## src/rtl/pipe_hazard_unit.sv

```systemverilog
// Hazard and forwarding controller: an age-ordered scoreboard of in-flight register
// writes drives per-operand forwarding selects and stall/flush/freeze controls.
module pipe_hazard_unit #(
  parameter  int REG_AW     = 5,
  parameter  int NUM_SRC    = 2,
  parameter  int FWD_DEPTH  = 3,
  parameter  int LOAD_STAGE = 1,
  localparam int SEL_W      = $clog2(FWD_DEPTH + 1)
) (
  input  logic                      clk,
  input  logic                      reset,
  input  logic                      iss_valid_i,
  input  logic                      iss_wr_i,
  input  logic [REG_AW-1:0]         iss_rd_i,
  input  logic                      iss_load_i,
  input  logic [NUM_SRC*REG_AW-1:0] iss_rs_i,
  input  logic [NUM_SRC-1:0]        iss_rs_used_i,
  input  logic                      br_taken_i,
  input  logic                      mem_wait_i,
  output logic [NUM_SRC*SEL_W-1:0]  fwd_sel_o,
  output logic                      stall_iss_o,
  output logic                      bubble_ex_o,
  output logic                      flush_iss_o,
  output logic                      freeze_o,
  output logic [31:0]               stall_cnt_o
);

  logic              sb_valid_q [FWD_DEPTH];
  logic              sb_wr_q    [FWD_DEPTH];
  logic [REG_AW-1:0] sb_rd_q    [FWD_DEPTH];
  logic              sb_load_q  [FWD_DEPTH];
  logic              sb_valid_d [FWD_DEPTH];
  logic              sb_wr_d    [FWD_DEPTH];
  logic [REG_AW-1:0] sb_rd_d    [FWD_DEPTH];
  logic              sb_load_d  [FWD_DEPTH];

  logic [NUM_SRC-1:0] op_hazard;
  logic               load_use;
  logic [31:0]        stall_cnt_q;
  logic [31:0]        stall_cnt_d;

  always_comb begin : match_logic
    fwd_sel_o = '0;
    op_hazard = '0;
    for (int n = 0; n < NUM_SRC; n++) begin
      // Scan oldest to youngest so the youngest matching entry is the one left standing.
      for (int k = FWD_DEPTH - 1; k >= 0; k--) begin
        if (sb_valid_q[k] && sb_wr_q[k] && iss_rs_used_i[n] &&
            (iss_rs_i[n*REG_AW +: REG_AW] != '0) &&
            (sb_rd_q[k] == iss_rs_i[n*REG_AW +: REG_AW])) begin
          if (!sb_load_q[k] || (k >= LOAD_STAGE)) begin
            fwd_sel_o[n*SEL_W +: SEL_W] = SEL_W'(k + 1);
            op_hazard[n] = 1'b0;
          end else begin
            fwd_sel_o[n*SEL_W +: SEL_W] = '0;
            op_hazard[n] = 1'b1;
          end
        end
      end
    end
    load_use = iss_valid_i && (|op_hazard);
  end

  always_comb begin : control_logic
    freeze_o    = 1'b0;
    stall_iss_o = 1'b0;
    bubble_ex_o = 1'b0;
    flush_iss_o = 1'b0;
    // Controls are forced low while reset is asserted, independent of the inputs.
    if (reset) begin
      if (mem_wait_i) begin
        freeze_o = 1'b1;
      end else if (br_taken_i) begin
        flush_iss_o = 1'b1;
        bubble_ex_o = 1'b1;
      end else if (load_use) begin
        stall_iss_o = 1'b1;
        bubble_ex_o = 1'b1;
      end
    end
  end

  always_comb begin : advance_logic
    for (int k = 0; k < FWD_DEPTH; k++) begin
      sb_valid_d[k] = sb_valid_q[k];
      sb_wr_d[k]    = sb_wr_q[k];
      sb_rd_d[k]    = sb_rd_q[k];
      sb_load_d[k]  = sb_load_q[k];
    end
    stall_cnt_d = stall_cnt_q;
    if (!freeze_o) begin
      sb_valid_d[0] = iss_valid_i && !bubble_ex_o;
      sb_wr_d[0]    = iss_wr_i;
      sb_rd_d[0]    = iss_rd_i;
      sb_load_d[0]  = iss_load_i;
      for (int k = 1; k < FWD_DEPTH; k++) begin
        sb_valid_d[k] = sb_valid_q[k-1];
        sb_wr_d[k]    = sb_wr_q[k-1];
        sb_rd_d[k]    = sb_rd_q[k-1];
        sb_load_d[k]  = sb_load_q[k-1];
      end
    end
    if ((stall_iss_o || freeze_o) && (stall_cnt_q != 32'hFFFF_FFFF)) begin
      stall_cnt_d = stall_cnt_q + 32'd1;
    end
  end

  always_ff @(posedge clk or negedge reset) begin
    if (!reset) begin
      for (int k = 0; k < FWD_DEPTH; k++) begin
        sb_valid_q[k] <= 1'b0;
        sb_wr_q[k]    <= 1'b0;
        sb_rd_q[k]    <= '0;
        sb_load_q[k]  <= 1'b0;
      end
      stall_cnt_q <= '0;
    end else begin
      for (int k = 0; k < FWD_DEPTH; k++) begin
        sb_valid_q[k] <= sb_valid_d[k];
        sb_wr_q[k]    <= sb_wr_d[k];
        sb_rd_q[k]    <= sb_rd_d[k];
        sb_load_q[k]  <= sb_load_d[k];
      end
      stall_cnt_q <= stall_cnt_d;
    end
  end

  assign stall_cnt_o = stall_cnt_q;

endmodule

```

## config.mk

```make
export PLATFORM = sky130hd
export DESIGN_NAME = pipe_hazard_unit
export DESIGN_NICKNAME = d
export VERILOG_FILES = /design/src/rtl/pipe_hazard_unit.sv
export SDC_FILE = /design/constraint.sdc
export NUM_CORES = 1
export LEC_CHECK = 0
export BUFFER_PORTS_ARGS = -buffer_cell sky130_fd_sc_hd__buf_4
export CORE_UTILIZATION = 54
export CTS_CLUSTER_SIZE = 20
export DETAILED_ROUTE_END_ITERATION = 16
export GPL_ROUTABILITY_DRIVEN = 0
export PLACE_DENSITY_LB_ADDON = 0.2
export SYNTH_ARGS = -nofsm -noshare
export SYNTH_HDL_FRONTEND = slang
export SYNTH_SLANG_ARGS = --single-unit
```

## constraint.sdc

```tcl
create_clock -name clk -period 2.2 [get_ports clk]
set_input_delay 0.11 -clock clk [delete_from_list [all_inputs] [get_ports clk]]
set_output_delay 0.11 -clock clk [all_outputs]
set_load 0.03 [all_outputs]
```

==> metrics.md <==
| Metric | Value |
|---|---|
| First-pass GRT wire length | `9650 um` |
| Number of flops mapped to enable cells by yosys | `0` |
| IO Pins | `64` |
| Mapped cell area | `2900 um2` |
| Routed wire length per instance | `15.1 um` |
| Post-synth ARST share | `100%` |
| Share of the synthesized area in the top cell type | `46.7%` |
| Critical Path AT | `2.00 ns` |
| Initial antenna violation count | `0` |
| Final Hold Violating Endpoints | `0` |
| Vias in the first global route | `2032` |
| Slew Viols, Final | `0` |
| Lkg Pwr | `1.65 nW` |
| Die Wd | `75.2 um` |
| Clock Latency Late Sink | `0.31 ns` |
| Largest cells by area after synthesis | `dfrtp_1, xnor2_1, mux2_2` |
| DR vias/cell | `5.40` |
| Buf/Inv on CP | `2` |
| Worst-margin pin slew | `0.410 ns` |
| Outcome | `complete, no violations` |
| Drt pass-1 iters | `4` |
| VDD IR max | `0.846 mV` |
| CP Capture Type | `output pin` |
| Final Cell Area | `3720 um2` |
| Clock Pin Slew Worst Setup and Hold Paths | `0.10 ns` |
| Dpl hpwl | `4560 um` |
| Syn avg cell area | `11.2 um2` |
| Placed Area | `3530 um2` |
| PD cells | `655 nW/um2` |
| Finish-stage setup viols | `0` |
| Post-Synthesis Cells | `258` |
| Final period util | `95.9%` |
| CP cell instances | `xnor2_2, nand2_1, nor4_1, buf_4, o21a_4, a21oi_2, nor3b_2, buf_4` |
| Crit Path Class | `register to output pin` |
| Hold WS | `0.0276 ns` |
| Row count | `26` |
| Crit-path max cell delay | `0.46 ns` |
| #FFs+latches synth | `54` |
| CP Data Required Time | `2.09 ns` |
| Port Buffers | `63` |
| Synthesized Nets | `283` |
| Routed wire length | `6190 um` |
| CTS Sinks | `54` |
| Top delay family on crit path | `simple AND/OR/NAND/NOR gates` |
| Netlist cell types | `44` |
| DRT iter0 DRCs | `148` |
| Total die area | `5660 um2` |
| Fin crit period | `2.11 ns` |
| Vias | `2209` |
| Hold/Removal Path Class | `input port to register` |
| Main flop type after synthesis | `dfrtp_1` |
| CTS tree | `yes` |
| Total chip power | `2.44 mW` |
| Gr usage total | `22.6%` |
| Initial Utilization | `56.4%` |
| Largest net degree at the start of global routing | `34` |
| Total Nets Final | `363` |
| Final core utilization | `72.5%` |
| Post-route ant nets | `0` |
| Die extent in y | `75.2 um` |
| Worst slack, placed | `0.0432 ns` |
| Leading area contributor after synthesis | `dfrtp_1` |
| Grt total ovfl | `0` |
| Clk_skew | `0.00552 ns` |
| CP Launch Type | `register` |
| Share of layout cells above drive strength 1 | `41.3%` |
| Rel. slew slack | `72.7%` |
| Remaining DRCs | `0` |
| Critical path's slowest cell | `dfrtp_2` |
| Area Overhead vs Synth | `28.6%` |
| CP Max Fanout | `4` |
| Core area | `5140 um2` |
| Root Buffer Master | `clkbuf_8` |
| Fmax | `0.474 GHz` |
| Post-synthesis sequential area ratio | `46.7%` |
| TritonCTS Buffers | `5` |
| Clock Path Buffers | `2` |
| Most numerous cell on the critical path | `buf_4` |
| Max cap viols | `0` |
| Final worst-path setup slack | `0.0899 ns` |
| H-tree depth | `2` |
| Antenna Cells | `0` |
| YS warnings | `0` |
[placed cells by master, fill, tap and decap left out, types with 2 or more instances in the layout]
cell	n
clkbuf_8	6
o21ai_0	2
xor2_1	14
mux2_2	22
nor4_2	2
buf_4	77
dfrtp_2	11
and2_1	2
nor4_1	3
nand2b_1	2
a21oi_2	2
inv_1	3
o21ai_1	2
nand4_1	16
or4_1	4
xnor2_2	3
nor2_1	12
xnor2_1	44
and3b_1	2
nand3_1	16
nor3_2	2
dfrtp_1	43
nor3_1	5
nand2_1	13
and3_1	2
[synth_stat cells, types with 2 or more instances]
cell type and number:
a21oi_1 2, nor3_1 6, nor4b_1 2, inv_1 3, o21ai_0 2, nand4_1 16
nand2b_1 2, dfrtp_1 54, nor2_1 12, and2_1 2, or4_1 4, nor4_1 4
buf_1 2, mux2_2 22, and3b_1 2, xnor2_1 47, o21ai_1 2, nand3_1 16
buf_6 3, or2_2 2, nand2_1 14, xor2_1 14, nor3b_1 2, and3_1 2
nor3_2 2
[per-stage QoR]
step | std cells | TNS [ns]
finish | 409 | 0
CTS | 407 | 0
global placement | 398 | 0
detailed placement | 398 | 0
floorplan | 258 | 0
global route | 409 | -0.0180
[worst paths after layout]
path                              endpoint  slack [ns]            start  cells after the start
hold reg to reg            stall_cnt_o[23]        0.49  stall_cnt_o[23]                      1
min in group asynchronous  stall_cnt_o[22]        0.35            reset                      3
setup reg to reg           stall_cnt_o[31]        0.10   stall_cnt_o[2]                      7
hold / removal                sb_load_q[2]        0.03       iss_load_i                      2
max in group asynchronous   stall_cnt_o[4]        1.49            reset                      3
setup / recovery               bubble_ex_o        0.09      sb_rd_q[12]                      8
[where the power goes]
part	internal, mW	leakage, nW	switching (mW)
registers	1.10	0.671	0.146
clock network	0.260	0.0478	0.337
logic	0.289	0.933	0.305
total	1.65	1.65	0.787
[metal layers]
layer  up-vias  track usage, %  wire length, um
li1       1073               -                -
met1      1078            31.9             2950
met2        51            35.8             2930
met3         7            4.15              230
met4         0            7.00               74
met5         -               0                0
[logic make-up after synthesis]
| group | Yosys count | share of synthesized area (%) |
|---|---|---|
| AO/OA/AOI/OAI | 12 | 3.02 |
| XOR/XNOR | 61 | 18.4 |
| adder cells (fa/ha/maj) | 1 | 0.432 |
| buffers and inverters | 9 | 1.99 |
| flip-flops | 54 | 46.7 |
| multiplexers | 23 | 8.90 |
| AND/OR/NAND/NOR | 98 | 20.6 |
[flip-flops by register name, summed over array words and instances, names as in the netlist]
register / flops
stall_cnt_o: 32
sb_rd_q: 15
sb_valid_q: 3
sb_wr_q: 3
sb_load_q: 1
[cell type report]
| cell class | count | area, um2 |
|---|---|---|
| timing repair buffer | 79 | 608 |
| sequential | 54 | 1370 |
| fill | 408 | 1420 |
| tap | 70 | 87.6 |
| multi-input combinational | 195 | 1550 |
| clock inverter | 2 | 16.3 |
| clock buffer | 6 | 82.6 |
| inverter | 3 | 11.3 |
[what timing repair did]
action / in CTS / in global routing
setup buffers: 0 / 2
endpoints found under the hold margin: 54 / 0
gates resized for setup: 2 / 14
pin swaps: 1 / 8
endpoints found under the setup margin: 1 / 13
hold buffers: 1 / 0
Note: power is estimated with default switching activity, not from simulation.
